--- config.mk ---
export PLATFORM = sky130hd
export DESIGN_NAME = fpu_mul_issue_ctrl_flat
export DESIGN_NICKNAME = d
export VERILOG_FILES = /design/src/rtl/fpu_mul_issue_ctrl_if.sv /design/src/rtl/fpu_mul_issue_ctrl.sv /design/src/flat_wrapper.sv
export SDC_FILE = /design/constraint.sdc
export NUM_CORES = 1
export LEC_CHECK = 0
export BUFFER_PORTS_ARGS = -buffer_cell sky130_fd_sc_hd__buf_4
export CORE_UTILIZATION = 43
export CTS_BUF_LIST = sky130_fd_sc_hd__clkbuf_4
export DETAILED_ROUTE_END_ITERATION = 7
export PLACE_DENSITY = 0.88
export SYNTH_ARGS = -nofsm -noshare
export SYNTH_HDL_FRONTEND = slang
export SYNTH_SLANG_ARGS = --single-unit
--- constraint.sdc ---
create_clock -name CLK -period 1.8 [get_ports CLK]
set_input_delay 0.27 -clock CLK [delete_from_list [all_inputs] [get_ports CLK]]
set_output_delay 0.27 -clock CLK [all_outputs]
set_load 0.1 [all_outputs]
--- src/rtl/fpu_mul_issue_ctrl_if.sv ---
// Upstream operand and downstream result handshakes of the FP32 multiplier issue stage.
// The master drives operands and result-ready; the slave is the issue controller.
interface fpu_mul_issue_ctrl_if;
    logic        In_valid;
    logic        In_ready;
    logic [31:0] Op_a;
    logic [31:0] Op_b;
    logic [1:0]  R_mode_in;
    logic        Out_valid;
    logic        Out_ready;
    logic [31:0] Result;
    logic [4:0]  Flags;

    modport master (
        output In_valid, Op_a, Op_b, R_mode_in, Out_ready,
        input  In_ready, Out_valid, Result, Flags
    );

    modport slave (
        input  In_valid, Op_a, Op_b, R_mode_in, Out_ready,
        output In_ready, Out_valid, Result, Flags
    );
endinterface

--- src/rtl/fpu_mul_issue_ctrl.sv ---
// Issue/capture sequencer around a combinational FP32 multiplier: holds unpacked operands
// for MUL_LATENCY cycles, captures the product and flags, and keeps sticky status flags.
module fpu_mul_issue_ctrl #(
    parameter int unsigned MUL_LATENCY = 1
) (
    input  logic                       CLK,
    input  logic                       RST,
    fpu_mul_issue_ctrl_if.slave        bus,
    output logic                       Sx,
    output logic                       Sy,
    output logic [7:0]                 Ex,
    output logic [7:0]                 Ey,
    output logic [22:0]                Mx,
    output logic [22:0]                My,
    output logic [1:0]                 R_mode,
    output logic [1:0]                 Mul_enable,
    input  logic                       Sz,
    input  logic [7:0]                 Ez,
    input  logic [22:0]                Mz,
    input  logic [4:0]                 Flags_in,
    output logic [3:0]                 Flags_sticky,
    input  logic                       Flags_clear
);
    typedef enum logic [1:0] {StIdle, StBusy, StDone} state_e;

    localparam logic [3:0] CntLoad = 4'(MUL_LATENCY - 1);

    state_e      state_q, state_d;
    logic [3:0]  cnt_q, cnt_d;
    logic [31:0] op_a_q, op_a_d;
    logic [31:0] op_b_q, op_b_d;
    logic [1:0]  rmode_q, rmode_d;
    logic [31:0] result_q, result_d;
    logic [4:0]  flags_q, flags_d;
    logic [3:0]  sticky_q, sticky_d;
    logic        out_valid_q, out_valid_d;

    always_ff @(posedge CLK or negedge RST) begin
        if (!RST) begin
            state_q     <= StIdle;
            cnt_q       <= '0;
            op_a_q      <= '0;
            op_b_q      <= '0;
            rmode_q     <= '0;
            result_q    <= '0;
            flags_q     <= '0;
            sticky_q    <= '0;
            out_valid_q <= 1'b0;
        end else begin
            state_q     <= state_d;
            cnt_q       <= cnt_d;
            op_a_q      <= op_a_d;
            op_b_q      <= op_b_d;
            rmode_q     <= rmode_d;
            result_q    <= result_d;
            flags_q     <= flags_d;
            sticky_q    <= sticky_d;
            out_valid_q <= out_valid_d;
        end
    end

    always_comb begin
        state_d     = state_q;
        cnt_d       = cnt_q;
        op_a_d      = op_a_q;
        op_b_d      = op_b_q;
        rmode_d     = rmode_q;
        result_d    = result_q;
        flags_d     = flags_q;
        out_valid_d = out_valid_q;
        // Clear takes effect first so a same-cycle capture still records its own flags.
        sticky_d    = Flags_clear ? 4'b0000 : sticky_q;

        unique case (state_q)
            StIdle: begin
                if (bus.In_valid) begin
                    op_a_d  = bus.Op_a;
                    op_b_d  = bus.Op_b;
                    rmode_d = bus.R_mode_in;
                    cnt_d   = CntLoad;
                    state_d = StBusy;
                end
            end
            StBusy: begin
                if (cnt_q == 4'd0) begin
                    result_d    = {Sz, Ez, Mz};
                    flags_d     = Flags_in;
                    sticky_d    = sticky_d | Flags_in[4:1];
                    out_valid_d = 1'b1;
                    state_d     = StDone;
                end else begin
                    cnt_d = cnt_q - 4'd1;
                end
            end
            StDone: begin
                if (out_valid_q && bus.Out_ready) begin
                    out_valid_d = 1'b0;
                    state_d     = StIdle;
                end
            end
            default: state_d = StIdle;
        endcase
    end

    assign bus.In_ready  = (state_q == StIdle);
    assign bus.Out_valid = out_valid_q;
    assign bus.Result    = result_q;
    assign bus.Flags     = flags_q;
    assign Mul_enable    = (state_q == StBusy) ? 2'b11 : 2'b00;
    assign Flags_sticky  = sticky_q;

    assign Sx     = op_a_q[31];
    assign Ex     = op_a_q[30:23];
    assign Mx     = op_a_q[22:0];
    assign Sy     = op_b_q[31];
    assign Ey     = op_b_q[30:23];
    assign My     = op_b_q[22:0];
    assign R_mode = rmode_q;
endmodule

--- src/flat_wrapper.sv ---
// flat-port wrapper written by rule: the top's interface ports become plain ports
module fpu_mul_issue_ctrl_flat 
#(
    parameter int unsigned MUL_LATENCY = 1
)
  (CLK, RST, Sx, Sy, Ex, Ey, Mx, My, R_mode, Mul_enable, Sz, Ez, Mz, Flags_in, Flags_sticky, Flags_clear, bus_In_valid, bus_Op_a, bus_Op_b, bus_R_mode_in, bus_Out_ready, bus_In_ready, bus_Out_valid, bus_Result, bus_Flags);
  fpu_mul_issue_ctrl_if bus_i ();
  input  logic CLK;
  input  logic RST;
  output logic Sx;
  output logic Sy;
  output logic [7:0] Ex;
  output logic [7:0] Ey;
  output logic [22:0] Mx;
  output logic [22:0] My;
  output logic [1:0] R_mode;
  output logic [1:0] Mul_enable;
  input  logic Sz;
  input  logic [7:0] Ez;
  input  logic [22:0] Mz;
  input  logic [4:0] Flags_in;
  output logic [3:0] Flags_sticky;
  input  logic Flags_clear;
  input wire logic [$bits(bus_i.In_valid)-1:0] bus_In_valid;
  input wire logic [$bits(bus_i.Op_a)-1:0] bus_Op_a;
  input wire logic [$bits(bus_i.Op_b)-1:0] bus_Op_b;
  input wire logic [$bits(bus_i.R_mode_in)-1:0] bus_R_mode_in;
  input wire logic [$bits(bus_i.Out_ready)-1:0] bus_Out_ready;
  output wire logic [$bits(bus_i.In_ready)-1:0] bus_In_ready;
  output wire logic [$bits(bus_i.Out_valid)-1:0] bus_Out_valid;
  output wire logic [$bits(bus_i.Result)-1:0] bus_Result;
  output wire logic [$bits(bus_i.Flags)-1:0] bus_Flags;
  assign bus_i.In_valid = bus_In_valid;
  assign bus_i.Op_a = bus_Op_a;
  assign bus_i.Op_b = bus_Op_b;
  assign bus_i.R_mode_in = bus_R_mode_in;
  assign bus_i.Out_ready = bus_Out_ready;
  assign bus_In_ready = bus_i.In_ready;
  assign bus_Out_valid = bus_i.Out_valid;
  assign bus_Result = bus_i.Result;
  assign bus_Flags = bus_i.Flags;
  fpu_mul_issue_ctrl #(.MUL_LATENCY(MUL_LATENCY)) u_core (.CLK(CLK), .RST(RST), .bus(bus_i), .Sx(Sx), .Sy(Sy), .Ex(Ex), .Ey(Ey), .Mx(Mx), .My(My), .R_mode(R_mode), .Mul_enable(Mul_enable), .Sz(Sz), .Ez(Ez), .Mz(Mz), .Flags_in(Flags_in), .Flags_sticky(Flags_sticky), .Flags_clear(Flags_clear));
endmodule
* Word level (Yosys, flattened, before mapping)
Cells that the tools add are included.
** Word-level totals
- Register bits :: 114
- Bits of input ports :: 108
- Output and inout port bits :: 111
** Operators by class
- Add/subtract/negate cells :: 1
- Equal/unequal tests :: 6
- Mux-type cells :: 14
- Bitwise operators :: 1
- Reductions and logical operators :: 10
** Operators with widths (number)
- two-way mux 4 bit :: 5
- AND reduction 3 bit :: 3
- two-way mux 2 bit :: 4
- one-hot mux 4 bit (2 select lines) :: 1
- one-hot mux 2 bit (3 select lines) :: 1
- zero test 4 bit :: 1
- inequality test 2 x 1 -> 1 bit (second input constant) :: 2
- inequality test 2 bit (second input constant) :: 2
- bitwise OR 4 bit :: 1
- AND reduction 2 bit :: 2
- nonzero test 2 bit :: 2
- subtractor 4 x 1 -> 4 bit (second input constant) :: 1
- == test 2 x 1 -> 1 bit (second input constant) :: 1
- == test 2 bit (second input constant) :: 1
- zero test 2 bit :: 1
- two-way mux 1 bit :: 2
- one-hot mux 1 bit (2 select lines) :: 1
- logical AND 1 bit :: 1

* Longest topological paths before layout
Gate-level depths: netlist of run 1.
- Depth after elaboration :: 4
- Depth in mapped cells :: 7
- Mapped depth without buffers :: 5

* Worst setup path before layout of run 1
Ideal clock, no wire load.
- Path kind :: register -> register
- Start point :: register u_core.state_q[0]
- End point :: register u_core.cnt_q[0]
- Setup time :: 116 ps
- Data arrival time :: 2199 ps
- Data required time :: 1684 ps
- Setup slack :: -514 ps
- Stages on the path, launching flop included :: 6
- Clock period less this slack :: 2314 ps
- Cell sequence :: dfrtp_1 inv_1 ha_1 mux2i_1 or2_2 o311ai_0
** On the way
- Word-level cells in the longest chain between the ends :: 3
- Elaborated cells on any way between the ends :: 7
- Those cells by class :: 3 x eq/ne; 1 x mux; 3 x reduce/logical
** RTL lines
- start, declared :: RTL line fpu_mul_issue_ctrl.sv:28 : state_e state_q, state_d;
- start signal, assigned :: RTL line fpu_mul_issue_ctrl.sv:40 : state_q <= StIdle;
- start signal, assigned :: RTL line fpu_mul_issue_ctrl.sv:50 : state_q <= state_d;
- zero test 2 bit (*)
- via bus_In_ready :: RTL line flat_wrapper.sv:29 : output wire logic [$bits(bus_i.In_ready)-1:0] bus_In_ready;
- inequality test 2 bit (no source line) or nonzero test 2 bit (tied branches)
- AND reduction 3 bit (no source line)
- end signal, assigned :: RTL line fpu_mul_issue_ctrl.sv:51 : cnt_q <= cnt_d;
- end, declared :: RTL line fpu_mul_issue_ctrl.sv:29 : logic [3:0] cnt_q, cnt_d;
The timed path passes the listed nets; every way through them passes the cells marked *.
A chain may end at the register's enable or synchronous reset.

* Final worst setup path of run 1
- Start point :: register u_core.cnt_q[1]
- End point :: register u_core.result_q[16], in the netlist u_core.bus.Result[16]
** On the way
- Word-level cells in the longest chain between the ends :: 2
** RTL lines
- zero test 4 bit :: RTL line fpu_mul_issue_ctrl.sv:85 : if (cnt_q == 4'd0) begin
- AND reduction 2 bit (no source line)
- end signal, assigned :: RTL line fpu_mul_issue_ctrl.sv:55 : result_q <= result_d;
- end, declared :: RTL line fpu_mul_issue_ctrl.sv:33 : logic [31:0] result_q, result_d;
No other way between the ends.

==> results of run 1 <==
-- metrics by stage --
stage          TNS (ns)  utilization [%]  instances  worst slack (ns)  cell area (um^2)
4_1_cts           -1.44             77.8        792           -0.0786              8030
3_3_place_gp    -0.0214             62.7        644          -0.00430              6470
6_report          -1.44             79.1        797           -0.0698              8170
3_5_place_dp      -1.49             62.7        644           -0.0834              6470
2_1_floorplan    -0.383                -        285           -0.0216              4580
5_1_grt           -3.25             79.1        796            -0.108              8160
-- final cells by class --
type / instances / area (um^2)
Clock inverter: 15 / 158
Tap cell: 136 / 170
Inverter: 11 / 41.3
Sequential cell: 114 / 2860
Fill cell: 560 / 2160
Antenna cell: 1 / 2.50
Timing Repair Buffer: 356 / 3120
Multi-Input combinational cell: 147 / 1700
Clock buffer: 17 / 128
-- sequential cells by signal, summed over array words and instances (netlist names) --
signal / cells
u_core.Flags_sticky: 4
u_core.bus.Flags: 5
u_core.bus.Result: 32
u_core.state_q: 2
u_core.R_mode: 2
u_core.cnt_q: 4
u_core.op_b_q: 32
u_core.bus.Out_valid: 1
u_core.op_a_q: 32
-- per-layer routing --
layer	global-route usage, %	wire (um)	up-vias
li1	-	-	1735
met1	30.0	5660	1910
met2	48.0	7620	184
met3	6.67	894	35
met4	10.6	368	0
met5	0	0	-
-- cell usage in the layout, fill, tap and decap left out, drive strengths merged --
master | synthesis | routed
clkinv | 0 | 4
dfrtp | 114 | 114
inv | 11 | 15
clkinvlp | 0 | 5
nor3 | 1 | 1
mux2i | 1 | 1
buf | 11 | 251
o41ai | 1 | 1
or3 | 2 | 2
or3b | 1 | 1
nand2 | 3 | 3
nor3b | 1 | 1
mux2 | 104 | 104
a21boi | 1 | 1
o32a | 1 | 1
bufinv | 0 | 2
dlygate4sd3 | 0 | 104
o211ai | 1 | 1
o311ai | 2 | 2
nand2b | 1 | 1
o22ai | 1 | 1
a21oi | 1 | 1
o21ai | 6 | 6
or2 | 1 | 1
o2bb2ai | 1 | 1
clkbuf | 2 | 18
nor2b | 2 | 2
nand3 | 6 | 6
a211oi | 1 | 1
ha | 7 | 7
nor2 | 1 | 1
diode | 0 | 1
-- repair_timing --
| item | 4_1_cts | 5_1_grt |
|---|---|---|
| setup buffers | 11 | 3 |
| gates cloned | 3 | 1 |
| setup endpoints to repair | 40 | 42 |
| resized for setup | 25 | 24 |
| pin swaps | 1 | 3 |
| hold buffers | 103 | 1 |
| hold endpoints to repair | 140 | 1 |
-- cell families after synthesis --
kind of cell    count (synthesis)
buf+inv                        24
flops                         114
compound gates                 16
fa+ha+maj                       7
mux                           105
simple gates                   19
-- worst max-delay path, stage by stage, from the launching register on --
cell and delay, ns:
dfrtp_1 0.40, inv_2 0.09, ha_4 0.13, or3b_4 0.39
nor2_4 0.15, buf_6 0.15, clkbuf_16 0.16, mux2_4 0.31
-- how the worst min path moves through the flow --
stage | from | to | slack [ns] | cells past startpoint
after CTS | bus_Op_a[14] | u_core.op_a_q[14]$_DFFE_PN0P_ | 0.001 | 2
after global routing | bus_Op_a[14] | u_core.op_a_q[14]$_DFFE_PN0P_ | 0.001 | 2
after detailed placement | RST | u_core.bus.Result[21]$_DFFE_PN0P_ | 0.30 | 1
after global placement | RST | u_core.bus.Result[21]$_DFFE_PN0P_ | 0.29 | 1
final | bus_Op_a[14] | u_core.op_a_q[14]$_DFFE_PN0P_ | 0.06 | 2
after floorplan | RST | u_core.Flags_sticky[0]$_DFF_PN0_ | -0.03 | 0
==> reports/metrics.csv, run 1 <==
metric;value;unit
setup ws final;-0.0698;ns
Setup CP Type;flip-flop to flip-flop;
Root Driver;clkbuf_4;
status;finished, violations left;
RSZ-0062 raised after global routing;yes;
clk_lat worst skew;0.49;ns
die height;105;um
final setup vio count;34;
reg2reg path depth;7;
largest net degree at the start of global routing;41;
number of synthesized flops with an enable pin;0;
Final HPWL DP;7.91;mm
vias in the first global route;4234;
Synth Area in Adders;1.92;%
port buffer count;218;
Yosys Warn Count;0;
Worst-path clk slew;0.12;ns
CTS HTree Levels;4;
DR pass1 iterations;4;
syn nets;400;
Overflow after GRT;0;
Slew Viols, Final;0;
Worst R2R Start;u_core.cnt_q[1]$_DFFE_PN0P_;
critical path peak fanout;7;
most frequent cells after synthesis;dfrtp_1, mux2_2, mux2_4;
mux contribution to synthesized area;27.4;%
Setup crit end;u_core.bus.Result[16]$_DFFE_PN0P_;
GRT Overall Usage;26.6;%
1st-iter DRT viols;185;
fmax;535;MHz
# DRC;0;
most frequent cell after synthesis;dfrtp_1;
Worst EP required;2.18;ns
Synth area leaders;dfrtp_1, mux2_2, mux2_4, ha_1, inv_1;
asr flop ratio synth;100;%
Final #Nets;762;
Worst Setup SP;u_core.cnt_q[1]$_DFFE_PN0P_;
ANT nets after route;0;
MaxCap Viol Count;0;
startpoint types;flip-flop;
die area;11000;um^2
Die Span X;105;um
r2r endpoint;u_core.bus.Result[16]$_DFFE_PN0P_;
clk buf depth;2;
FF+latch count, synth;114;
largest family of logic cells by synthesized area;multiplexers;
share of layout cells above drive strength 1;60.9;%
Routed WL;14.5;mm
CTS sink count;114;
compound-cell area share of the yosys netlist;2.38;%
Avg Inst Size Synth;16.0;um^2
Yosys cell types;31;
worst min-delay path class;input port to flip-flop;
Initial Util;44.2;%
Synth top area share;62.4;%
Rel. slew slack;63.3;%
TritonCTS clock tree;done;
cell count after synthesis;285;
Tmin final;1.87;ns
first-pass GRT wire length;22.3;mm
wire per inst;18.2;um
post-synthesis simple-gate area fraction;2.60;%
drt via density;4.85;
Area growth syn-to-layout;78.7;%
worst hold slack;0.0583;ns
Yosys top cell by area;dfrtp_1;
Syn Std Cell Area;4570;um^2
core area;10300;um^2
vias post-DR;3864;
Clock Skew;0.0240;ns
Post-Synth XOR/XNOR Area;0;%
slew of the pin with the lowest slew margin;0.550;ns
Seq/Total Area, Yosys;62.4;%
Crit. End Element;flip-flop;
r2r setup slk;-0.07;ns
initial antenna violation count;0;
failing checks;negative setup slack;
I/O Pins;219;
routability-driven placement congestion ratio;0.798;
Synth Flop Type;dfrtp_1;
count of final hold-check violations;0;
Rows;37;
crit share post-route;104;%
Data arrival, critical path;2.25;ns
CTS buffer count;17;
Power of run 1 is not shown: default switching activity piles up to over one toggle a cycle in this logic, so the estimate is an artifact.
==> inputs of run 2 (changes only) <==
--- a/config.mk
+++ b/config.mk
@@ -5,10 +5,10 @@
 export SDC_FILE = /design/constraint.sdc
 export NUM_CORES = 1
 export LEC_CHECK = 0
-export BUFFER_PORTS_ARGS = -buffer_cell sky130_fd_sc_hd__buf_4
-export CORE_UTILIZATION = 43
+export CORE_UTILIZATION = 59
 export CTS_BUF_LIST = sky130_fd_sc_hd__clkbuf_4
 export DETAILED_ROUTE_END_ITERATION = 7
+export DONT_BUFFER_PORTS = 1
 export PLACE_DENSITY = 0.88
 export SYNTH_ARGS = -nofsm -noshare
 export SYNTH_HDL_FRONTEND = slang
==> constraint.sdc (replaced) <==
create_clock -name CLK -period 1.8 [get_ports CLK]
set_input_delay 0.18 -clock CLK [delete_from_list [all_inputs] [get_ports CLK]]
set_output_delay 0.18 -clock CLK [all_outputs]
set_load 0.1 [all_outputs]
==> run 2 against run 1 <==
Net effect: the flow finishes with violations (negative hold slack, negative setup slack); maximum frequency is 16% lower; first-iteration DRC count grew 120%; utilization grew 17 points; routed wire length is 48% higher; die area fell by 27%; critical endpoint is now u_core.cnt_q[1]$_DFFE_PN0P_.
==> reports/metrics.csv, run 2 (synthesized netlist as in run 1, its figures left out) <==
metric;value;unit;change
status;finished, violations left;;unchanged
failing checks;negative hold slack, negative setup slack;;was negative setup slack
slowest CP cell;o311ai_0;;was dfrtp_1
I/O Pins;219;;unchanged
setup_tns;-8.46;ns;was -1.44 ns
leading cell type in the layout, fill and taps excluded;buf_4;;unchanged
share of layout cells above drive strength 1;52.0;%;was 60.9%
CTS sink count;114;;unchanged
CTS HTree Levels;4;;unchanged
MaxCap Viol Count;0;;unchanged
Rows;31;;was 37
ANT nets after route;0;;unchanged
area of the multi-input gates;1620;um^2;was 1700 um^2
first-pass GRT wire length;26.7;mm;was 22.3 mm
startpoint types;flip-flop;;unchanged
setup ws final;-0.429;ns;was -0.0698 ns
CP peak stage delay;0.58;ns;was 0.40 ns
die area;8100;um^2;was 11,000 um^2
Area growth syn-to-layout;55.4;%;was 78.7%
routability-driven placement congestion ratio;0.795;;was 0.798
Routed WL;21.6;mm;was 14.5 mm
Worst R2R Start;u_core.cnt_q[1]$_DFFE_PN0P_;;unchanged
Worst Setup SP;u_core.cnt_q[1]$_DFFE_PN0P_;;unchanged
Final HPWL DP;7.70;mm;was 7.91 mm
Tmin final;2.23;ns;was 1.87 ns
Final #Nets;648;;was 762
slew of the pin with the lowest slew margin;0.657;ns;was 0.550 ns
initial antenna violation count;4;;was 0
TritonCTS clock tree;done;;unchanged
placed insts;494;;was 644
Crit. End Element;flip-flop;;unchanged
core area;7370;um^2;was 10,300 um^2
vias in the first global route;4340;;was 4,234
worst min-delay path class;input port to asynchronous set/reset pin;;was input port to flip-flop
# DRC;0;;unchanged
final setup vio count;50;;was 34
vias post-DR;4278;;was 3,864
count of final hold-check violations;114;;was 0
DR pass1 iterations;7;;was 4
1st-iter DRT viols;406;;was 185
Root Driver;clkbuf_4;;unchanged
Initial Util;62.0;%;was 44.2%
clk buf depth;2;;unchanged
non-filler cells, final;646;;was 797
Slew Viols, Final;0;;unchanged
drt via density;6.62;;was 4.85
crit share post-route;124;%;was 104%
Overflow after GRT;0;;unchanged
critical path peak fanout;4;;was 7
largest net degree at the start of global routing;115;;was 41
CP Cell Sequence;inv_2, ha_4, buf_4, buf_4, nor3b_2, or2_2, o311ai_0;;was inv_2, ha_4, or3b_4, nor2_4, buf_6, clkbuf_16, mux2_4
cell mode on critical path;buf_4;;
Rel. slew slack;55.7;%;was 63.3%
register area;2850;um^2;was 2860 um^2
Setup CP Type;flip-flop to flip-flop;;unchanged
Data arrival, critical path;2.58;ns;was 2.25 ns
CP bufs+invs;3;;unchanged
clk_lat worst skew;0.53;ns;was 0.49 ns
commonest non-fill, non-tap cells in the layout;buf_4, dfrtp_1, dlygate4sd3_1;;unchanged
port buffer count;0;;was 218
fillcell total;144;;was 560
Worst EP required;2.16;ns;was 2.18 ns
Clock Skew;0.0163;ns;was 0.0240 ns
wire per inst;33.4;um;was 18.2 um
RSZ-0062 raised after global routing;yes;;unchanged
CP top delay family;compound AO/OA/AOI/OAI gates;;was simple AND/OR/NAND/NOR gates
Worst-path clk slew;0.13;ns;was 0.12 ns
CTS buffer count;17;;unchanged
Die Span X;90.0;um;was 105 um
fmax;449;MHz;was 535 MHz
worst hold slack;-0.677;ns;was 0.0583 ns
GRT Overall Usage;45.6;%;was 26.6%
pre-CTS WS;-0.0959;ns;was -0.0834 ns
die height;90.0;um;was 105 um
run 2: final cells by class:
| class | instances | share of cell area [%] |
|---|---|---|
| timing repair buffer | 242 | 30.8 |
| antenna | 3 | 0.106 |
| tap | 99 | 1.75 |
| multi-input combinational | 147 | 22.8 |
| clock inverter | 13 | 2.04 |
| inverter | 11 | 0.582 |
| sequential | 114 | 40.2 |
| clock buffer | 17 | 1.80 |
run 2: metal layers:
metal	routed length [um]	global-route usage, %	up-vias
met2	10200	80.8	501
li1	-	-	1503
met3	2210	11.3	222
met4	2620	33.9	4
met5	22	0	-
met1	6500	46.4	2048
run 2: what timing repair did:
action	CTS	global route
resized for setup	15	9
buffers inserted	6	8
endpoints found under the hold margin	222	115
pin swaps	2	1
gates cloned	2	0
setup endpoints to repair	40	45
hold buffers	104	1
run 2: worst register-to-register path, stage by stage, from the launching register on:
cell	delay (ns)
dfrtp_1	0.43
inv_2	0.08
ha_4	0.16
buf_4	0.12
buf_4	0.12
nor3b_2	0.20
or2_2	0.37
o311ai_0	0.58
run 2: final timing paths:
kind                                                     end  slack, ns  cells after the start
setup / recovery                 u_core.cnt_q[1]$_DFFE_PN0P_      -0.43                      7
hold / removal             u_core.bus.Result[28]$_DFFE_PN0P_      -0.68                      0
setup reg to reg                 u_core.cnt_q[1]$_DFFE_PN0P_      -0.43                      7
hold reg to reg                u_core.op_b_q[10]$_DFFE_PN0P_       0.54                      1
max in group asynchronous      u_core.op_b_q[28]$_DFFE_PN0P_       2.32                      0
min in group CLK               u_core.state_q[1]$_DFFE_PN0P_       0.08                      2
run 2: per-stage QoR:
step           instance area [um^2]  utilization, %  hold WS [ns]
2_1_floorplan                  4580               -        -0.116
3_3_place_gp                   5550            75.3        -0.114
3_5_place_dp                   5550            75.3        -0.114
4_1_cts                        7020            95.3        -0.656
5_1_grt                        7090            96.2        -0.684
6_report                       7100            96.3        -0.677
Power of run 2 is left out for the same reason.
